===== src/rtl/mbisr_pkg.sv =====
// Shared state encoding and default sizing for the MBISR repair/remap stage.
package mbisr_pkg;

   localparam int ADDR_W_DEF     = 4;
   localparam int DATA_W_DEF     = 8;
   localparam int NUM_SPARES_DEF = 2;

   typedef enum logic [1:0] {
      S_IDLE     = 2'd0,
      S_COLLECT  = 2'd1,
      S_REPAIRED = 2'd2,
      S_FAIL     = 2'd3
   } state_e;

endpackage


===== src/rtl/mbisr_repair_remap_if.sv =====
// Functional access bus plus main-array port; master = requester/array side, slave = repair stage.
interface mbisr_repair_remap_if
   import mbisr_pkg::*;
#(
   parameter int ADDR_W = ADDR_W_DEF,
   parameter int DATA_W = DATA_W_DEF
);
   logic              acc_en;
   logic              acc_we;
   logic [ADDR_W-1:0] acc_addr;
   logic [DATA_W-1:0] acc_wdata;
   logic [DATA_W-1:0] acc_rdata;
   logic              acc_rvalid;
   logic              acc_busy;
   logic              mem_en;
   logic              mem_we;
   logic [ADDR_W-1:0] mem_addr;
   logic [DATA_W-1:0] mem_wdata;
   logic [DATA_W-1:0] mem_rdata;

   modport master (
      output acc_en, acc_we, acc_addr, acc_wdata, mem_rdata,
      input  acc_rdata, acc_rvalid, acc_busy, mem_en, mem_we, mem_addr, mem_wdata
   );

   modport slave (
      input  acc_en, acc_we, acc_addr, acc_wdata, mem_rdata,
      output acc_rdata, acc_rvalid, acc_busy, mem_en, mem_we, mem_addr, mem_wdata
   );
endinterface


===== src/rtl/mbisr_spare_table.sv =====
// Spare word table: valid-qualified tags, spare data, parallel match and lowest-free allocator.
module mbisr_spare_table
   import mbisr_pkg::*;
#(
   parameter int ADDR_W     = ADDR_W_DEF,
   parameter int DATA_W     = DATA_W_DEF,
   parameter int NUM_SPARES = NUM_SPARES_DEF,
   parameter int IDX_W      = (NUM_SPARES > 1) ? $clog2(NUM_SPARES) : 1,
   parameter int CNT_W      = $clog2(NUM_SPARES + 1)
) (
   input  logic              clk,
   input  logic              rst_n,
   input  logic              clear,
   input  logic              log_en,
   input  logic [ADDR_W-1:0] log_addr,
   input  logic              wr_en,
   input  logic [IDX_W-1:0]  wr_idx,
   input  logic [DATA_W-1:0] wr_data,
   input  logic [ADDR_W-1:0] lk_addr,
   input  logic [IDX_W-1:0]  rd_idx,
   output logic              lk_hit,
   output logic [IDX_W-1:0]  lk_idx,
   output logic              log_dup,
   output logic              full,
   output logic [CNT_W-1:0]  used,
   output logic [DATA_W-1:0] rd_data
);

   logic [NUM_SPARES-1:0] valid;
   logic [ADDR_W-1:0]     tag  [NUM_SPARES];
   logic [DATA_W-1:0]     data [NUM_SPARES];
   logic [IDX_W-1:0]      free_idx;

   // full starts set and drops at the first free slot, so free_idx lands on the lowest one
   always_comb begin
      lk_hit   = 1'b0;
      lk_idx   = '0;
      log_dup  = 1'b0;
      full     = 1'b1;
      free_idx = '0;
      used     = '0;
      for (int unsigned i = 0; i < NUM_SPARES; i++) begin
         if (valid[i] && tag[i] == lk_addr) begin
            lk_hit = 1'b1;
            lk_idx = IDX_W'(i);
         end
         if (valid[i] && tag[i] == log_addr) log_dup = 1'b1;
         if (valid[i]) used = used + CNT_W'(1);
         if (!valid[i] && full) begin
            full     = 1'b0;
            free_idx = IDX_W'(i);
         end
      end
   end

   always_ff @(posedge clk or negedge rst_n) begin
      if (!rst_n) begin
         valid <= '0;
         for (int unsigned i = 0; i < NUM_SPARES; i++) begin
            tag[i]  <= '0;
            data[i] <= '0;
         end
      end else if (clear) begin
         valid <= '0;
      end else begin
         if (log_en && !log_dup && !full) begin
            valid[free_idx] <= 1'b1;
            tag[free_idx]   <= log_addr;
            data[free_idx]  <= '0;
         end
         if (wr_en) data[wr_idx] <= wr_data;
      end
   end

   assign rd_data = data[rd_idx];

endmodule


===== src/rtl/mbisr_repair_remap.sv =====
// MBISR stage: logs failing addresses during BIST, then remaps hits onto spare words.
module mbisr_repair_remap
   import mbisr_pkg::*;
#(
   parameter int ADDR_W     = ADDR_W_DEF,
   parameter int DATA_W     = DATA_W_DEF,
   parameter int NUM_SPARES = NUM_SPARES_DEF
) (
   input  logic                               clk,
   input  logic                               rst_n,
   input  logic                               bist_start,
   input  logic                               bist_done,
   input  logic                               fail_valid,
   input  logic [ADDR_W-1:0]                  fail_addr,
   mbisr_repair_remap_if.slave                bus,
   output logic                               repair_ok,
   output logic                               repair_fail,
   output logic [$clog2(NUM_SPARES+1)-1:0]    spares_used
);

   localparam int IDX_W = (NUM_SPARES > 1) ? $clog2(NUM_SPARES) : 1;
   localparam int CNT_W = $clog2(NUM_SPARES + 1);

   state_e            state, state_nxt;
   logic              overflow, log_en, ovf_now;
   logic              lk_hit, log_dup, full;
   logic [IDX_W-1:0]  lk_idx, rd_idx;
   logic              acc_go, hit, remap_on;
   logic              rd_pend, rd_hit;
   logic [DATA_W-1:0] rdata_q, spare_rd;

   assign log_en  = (state == S_COLLECT) && fail_valid && !bist_start;
   assign ovf_now = log_en && !log_dup && full;

   mbisr_spare_table #(
      .ADDR_W     (ADDR_W),
      .DATA_W     (DATA_W),
      .NUM_SPARES (NUM_SPARES),
      .IDX_W      (IDX_W),
      .CNT_W      (CNT_W)
   ) u_table (
      .clk      (clk),
      .rst_n    (rst_n),
      .clear    (bist_start),
      .log_en   (log_en),
      .log_addr (fail_addr),
      .wr_en    (hit && bus.acc_we),
      .wr_idx   (lk_idx),
      .wr_data  (bus.acc_wdata),
      .lk_addr  (bus.acc_addr),
      .rd_idx   (rd_idx),
      .lk_hit   (lk_hit),
      .lk_idx   (lk_idx),
      .log_dup  (log_dup),
      .full     (full),
      .used     (spares_used),
      .rd_data  (spare_rd)
   );

   always_ff @(posedge clk or negedge rst_n) begin
      if (!rst_n) state <= S_IDLE;
      else        state <= state_nxt;
   end

   always_ff @(posedge clk or negedge rst_n) begin
      if (!rst_n)          overflow <= 1'b0;
      else if (bist_start) overflow <= 1'b0;
      else if (ovf_now)    overflow <= 1'b1;
   end

   // a fail arriving with bist_done is folded into the verdict via ovf_now
   always_comb begin
      state_nxt = state;
      if (bist_start)
         state_nxt = S_COLLECT;
      else if (state == S_COLLECT && bist_done)
         state_nxt = (overflow || ovf_now) ? S_FAIL : S_REPAIRED;
   end

   always_comb begin
      repair_ok     = (state == S_REPAIRED) && !bist_start;
      repair_fail   = (state == S_FAIL) && !bist_start;
      bus.acc_busy  = (state == S_COLLECT);
      remap_on      = (state == S_REPAIRED);
      acc_go        = bus.acc_en && (state != S_COLLECT);
      hit           = acc_go && remap_on && lk_hit;
      bus.mem_en    = acc_go && !hit;
      bus.mem_we    = acc_go && !hit && bus.acc_we;
      bus.mem_addr  = (acc_go && !hit) ? bus.acc_addr : '0;
      bus.mem_wdata = (acc_go && !hit && bus.acc_we) ? bus.acc_wdata : '0;
   end

   always_ff @(posedge clk or negedge rst_n) begin
      if (!rst_n) begin
         rd_pend <= 1'b0;
         rd_hit  <= 1'b0;
         rd_idx  <= '0;
         rdata_q <= '0;
      end else begin
         rd_pend <= acc_go && !bus.acc_we;
         rd_hit  <= hit;
         rd_idx  <= lk_idx;
         if (rd_pend) rdata_q <= bus.acc_rdata;
      end
   end

   assign bus.acc_rvalid = rd_pend;
   assign bus.acc_rdata  = rd_pend ? (rd_hit ? spare_rd : bus.mem_rdata) : rdata_q;

endmodule

===== src/flat_wrapper.sv =====
// flat-port wrapper written by rule: the top's interface ports become plain ports
module mbisr_repair_remap_flat import mbisr_pkg::*;
#(
   parameter int ADDR_W     = ADDR_W_DEF,
   parameter int DATA_W     = DATA_W_DEF,
   parameter int NUM_SPARES = NUM_SPARES_DEF
)
  (clk, rst_n, bist_start, bist_done, fail_valid, fail_addr, repair_ok, repair_fail, spares_used, bus_acc_en, bus_acc_we, bus_acc_addr, bus_acc_wdata, bus_mem_rdata, bus_acc_rdata, bus_acc_rvalid, bus_acc_busy, bus_mem_en, bus_mem_we, bus_mem_addr, bus_mem_wdata);
  mbisr_repair_remap_if #(.ADDR_W(ADDR_W), .DATA_W(DATA_W)) bus_i ();
  input  logic clk;
  input  logic rst_n;
  input  logic bist_start;
  input  logic bist_done;
  input  logic fail_valid;
  input  logic [ADDR_W-1:0] fail_addr;
  output logic repair_ok;
  output logic repair_fail;
  output logic [$clog2(NUM_SPARES+1)-1:0] spares_used;
  input wire logic [$bits(bus_i.acc_en)-1:0] bus_acc_en;
  input wire logic [$bits(bus_i.acc_we)-1:0] bus_acc_we;
  input wire logic [$bits(bus_i.acc_addr)-1:0] bus_acc_addr;
  input wire logic [$bits(bus_i.acc_wdata)-1:0] bus_acc_wdata;
  input wire logic [$bits(bus_i.mem_rdata)-1:0] bus_mem_rdata;
  output wire logic [$bits(bus_i.acc_rdata)-1:0] bus_acc_rdata;
  output wire logic [$bits(bus_i.acc_rvalid)-1:0] bus_acc_rvalid;
  output wire logic [$bits(bus_i.acc_busy)-1:0] bus_acc_busy;
  output wire logic [$bits(bus_i.mem_en)-1:0] bus_mem_en;
  output wire logic [$bits(bus_i.mem_we)-1:0] bus_mem_we;
  output wire logic [$bits(bus_i.mem_addr)-1:0] bus_mem_addr;
  output wire logic [$bits(bus_i.mem_wdata)-1:0] bus_mem_wdata;
  assign bus_i.acc_en = bus_acc_en;
  assign bus_i.acc_we = bus_acc_we;
  assign bus_i.acc_addr = bus_acc_addr;
  assign bus_i.acc_wdata = bus_acc_wdata;
  assign bus_i.mem_rdata = bus_mem_rdata;
  assign bus_acc_rdata = bus_i.acc_rdata;
  assign bus_acc_rvalid = bus_i.acc_rvalid;
  assign bus_acc_busy = bus_i.acc_busy;
  assign bus_mem_en = bus_i.mem_en;
  assign bus_mem_we = bus_i.mem_we;
  assign bus_mem_addr = bus_i.mem_addr;
  assign bus_mem_wdata = bus_i.mem_wdata;
  mbisr_repair_remap #(.ADDR_W(ADDR_W), .DATA_W(DATA_W), .NUM_SPARES(NUM_SPARES)) u_core (.clk(clk), .rst_n(rst_n), .bist_start(bist_start), .bist_done(bist_done), .fail_valid(fail_valid), .fail_addr(fail_addr), .bus(bus_i), .repair_ok(repair_ok), .repair_fail(repair_fail), .spares_used(spares_used));
endmodule

===== config.mk =====
export PLATFORM = sky130hd
export DESIGN_NAME = mbisr_repair_remap_flat
export DESIGN_NICKNAME = d
export VERILOG_FILES = /design/src/rtl/mbisr_pkg.sv /design/src/rtl/mbisr_repair_remap_if.sv /design/src/rtl/mbisr_spare_table.sv /design/src/rtl/mbisr_repair_remap.sv /design/src/flat_wrapper.sv
export SDC_FILE = /design/constraint.sdc
export NUM_CORES = 1
export LEC_CHECK = 0
export CAP_MARGIN = 20
export CORE_MARGIN = 5
export CORE_UTILIZATION = 50
export CTS_CLUSTER_DIAMETER = 30
export DETAILED_ROUTE_END_ITERATION = 6
export PLACE_DENSITY_LB_ADDON = 0.05
export SETUP_SLACK_MARGIN = 0.05
export SYNTH_ARGS = -nofsm -noshare
export SYNTH_HDL_FRONTEND = slang
export SYNTH_SLANG_ARGS = --single-unit

===== constraint.sdc =====
create_clock -name clk -period 2.5 [get_ports clk]
set_clock_uncertainty 0.2 [all_clocks]
set_input_delay 0.5 -clock clk [delete_from_list [all_inputs] [get_ports clk]]
set_output_delay 0.5 -clock clk [all_outputs]
set_load 0.005 [all_outputs]

==> impl_metrics.tcl <==
set metrics [dict create \
    status "complete, but fails checks" \
    violations "negative setup slack" \
    avgViaCountPerCell 5.453 \
    syn_nets 287 \
    drc 0 \
    start_util 0.5152 \
    worstMarginPinSlew_ns 0.5110 \
    slowest_delay_ns 0.40 \
    grt_start_max_net_pins 41 \
    wl_per_cell_um 16.02 \
    worstHoldPathType "in -> async" \
    rows 25 \
    cts.clk_slew.worst_paths_ns 0.08 \
    report.final.setup_viol 12 \
    rsz0062_at_grt "true" \
    total_leakage_power_nw 1.617 \
    gr-total-overflow 0 \
    post-route-util 0.7785 \
    critPathMostFrequentCell "buf_6" \
    r2r-start "u_core.u_table.tag[4]" \
    powerDensity_nw_per_um2 533.3 \
    hold_violations 0 \
    critPathArrivalTime_ns 1.83 \
    cts_hold_buf 0 \
    max_freq_mhz 394.9 \
    drive_above_1_share 0.4095 \
    cts_root_buf "clkbuf_8" \
    cts_buffers 5 \
    grt_pass1_wl_um 11670 \
    dieArea_um2 6362 \
    core_area_um2 4723 \
    vias 2323 \
    antenna_cells 0 \
    cts_tree "built" \
    netlist_instances 253 \
    ys_ff_latch 40 \
    mostFrequentLayoutCells "buf_4, dfrtp_1, nand2_1" \
    die-height_um 79.77 \
    synth.largest_area_cell "dfrtp_1" \
    io_buffers 58 \
    finalCritPeriodShare 1.013 \
    drv_cap 0 \
    period_needed_ns 2.532 \
    worst_ir_drop_vdd_mv 0.3946 \
    yosys-top-cells-area "dfrtp_1, mux2_2, nand2_1, mux2i_1, o31a_1" \
    netlist.area_leader.share 0.4113 \
    critical_path_class "reg -> out" \
    gp_congestion 0.8232 \
    post_dp_cell_area_um2 3276 \
    ant_nets 0 \
    syn_area_um2 2434 \
    cts.sinks 40 \
    regArea_um2 1002 \
    antenna_found_initial 0 \
    syn-mean-instance-area_um2 9.619 \
    fillers 318 \
    area_growth_pct 51.11 \
    yosys_warnings 0 \
    wirelength_um 6823 \
    ys_seq_area_frac 0.4113 \
    holdWs_ns 0.06568 \
    crit_path_end_kind "primary output" \
    finalInstanceArea_um2 3677 \
    clockBufferDepth 2 \
    multi_input_area_um2 1513 \
    drt_iter0_drc 195 \
    p_total_mw 1.961 \
    relSlewSlack 0.6593 \
    io-pin-count 59 \
    netlist-cell-type-count 38 \
    grt_use_total 0.2353 \
    dr.pass1.iters 4 \
    dp_hpwl_um 4733 \
    cpMaxStageDelayCell "dfrtp_1" \
    r2r_end "u_core.u_table.data[15]" \
    layout.nets 393 \
    grt_pass1_vias 2501 \
    final_common_cell "buf_4" \
    endpoint "bus_mem_addr[2]" \
    crit_fanout 4 \
    cp-startpoint "u_core.u_table.tag[1]" \
    reg2reg_setup_slack_ns 0.21 \
    clkLatencyLatePin_ns 0.29 \
    crit_chain "xor2_1 > nor3_2 > nand3_1 > a21oi_2 > buf_6 > buf_6 > nor3b_2 > buf_2" \
    r2r_cells 12 \
    h-tree-depth 2 \
    timing.final.ws_setup_ns -0.03212 \
    final_max_slew_viol_count 0 \
    die_w_um 79.77 \
    cp-start-kind "flip-flop" \
    cp.required_ns 1.80 \
]
==> registers in the layout, indices dropped and copies added, names as in the netlist <==
register and flops:
u_core.u_table.data 16, u_core.overflow 1, u_core.u_table.valid 2, u_core.rd_idx 1, u_core.rd_hit 1, u_core.bus.acc_rvalid 1
u_core.rdata_q 8, u_core.u_table.tag 8, u_core.state 2
==> per-stage QoR <==
stage	setup WS (ns)	cells	TNS, ns
2_1_floorplan	0.2240	253	0
3_3_place_gp	-0.5611	393	-11.95
3_5_place_dp	-0.6115	393	-13.23
4_1_cts	-0.001601	420	-0.001601
5_1_grt	-0.1538	426	-1.939
6_report	-0.03212	426	-0.3012
==> timing repair <==
item	in CTS	in global routing
cloned	0	1
endpoints found under the setup margin	27	30
buffers inserted	20	8
pin swaps	19	19
endpoints found under the hold margin	0	0
resized for setup	122	24
==> cell type report <==
| cell class | instances | share of cell area |
|---|---|---|
| inverter | 9 | 0.009187 |
| clock buffer | 7 | 0.02620 |
| tap | 67 | 0.02280 |
| timing repair buffer | 116 | 0.2579 |
| multi-input combinational | 187 | 0.4114 |
| sequential | 40 | 0.2725 |
==> metal layers <==
| layer | up-vias | wire [µm] | track usage |
|---|---|---|---|
| met5 | - | 0 | 0 |
| met4 | 0 | 170 | 0.09628 |
| met3 | 10 | 489 | 0.05192 |
| met2 | 82 | 3314 | 0.4040 |
| met1 | 1114 | 2849 | 0.2848 |
| li1 | 1117 | - | - |
==> power breakdown <==
part	internal, mW	switching, mW	leakage [nW]	total (mW)
combinational	0.391	0.277	1.12	0.668
sequential	0.746	0.0855	0.445	0.831
clock	0.246	0.216	0.0503	0.462
total	1.38	0.579	1.62	1.96
==> cells by family (layout without fill, tap and decap cells) <==
group | after synthesis | count (layout) | synth area share
muxes | 32 | 32 | 0.1434
DFF | 40 | 40 | 0.4113
AOI/OAI and AO/OA | 60 | 60 | 0.1702
and+or+nand+nor | 79 | 79 | 0.1650
xor gates and xnor gates | 13 | 13 | 0.04679
buffers and inverters | 26 | 132 | 0.04781
adders and majority gates | 3 | 3 | 0.01543
==> synth_stat cells <==
library cell	number
ha_1	3
buf_1	1
xor2_1	8
xnor2_1	5
and2_1	1
clkinv_1	1
mux2_2	19
a222oi_1	1
o311ai_0	8
a211oi_2	1
a2bb2oi_1	1
nand3_1	4
o211ai_1	8
dfrtp_1	40
nor4_2	1
o31ai_2	1
nand2_1	33
or3_4	1
o31a_1	9
inv_1	8
o21ai_1	9
o21ai_0	9
a21oi_1	10
nand4_1	2
mux2_1	4
nand2b_1	2
nor3b_1	6
o21a_1	2
and3_1	2
mux2i_1	9
o22ai_1	1
buf_6	2
nor4b_4	1
clkbuf_1	11
buf_2	3
nor2b_4	1
nor2_1	14
nor3_1	11
==> worst min path at each step <==
stage	slack, ns	cells past startpoint	startpoint	end
final	0.07	2	rst_n	u_core.u_table.data[15]
after global routing	0.10	2	rst_n	u_core.u_table.data[15]
after CTS	0.08	2	rst_n	u_core.u_table.data[0]
after detailed placement	0.29	1	u_core.overflow	u_core.overflow
after global placement	0.28	1	u_core.overflow	u_core.overflow
after floorplan	0.004	0	rst_n	u_core.bus.acc_rvalid
==> worst max-delay path: cells and delay by family, from the launching register on <==
family | cells | cell delay (ns)
AND/OR/NAND/NOR | 3 | 0.41
AO/OA/AOI/OAI | 1 | 0.21
XOR/XNOR | 1 | 0.16
buffers and inverters | 3 | 0.36
flip-flops | 1 | 0.40
Power figures use the tool's default switching activity.
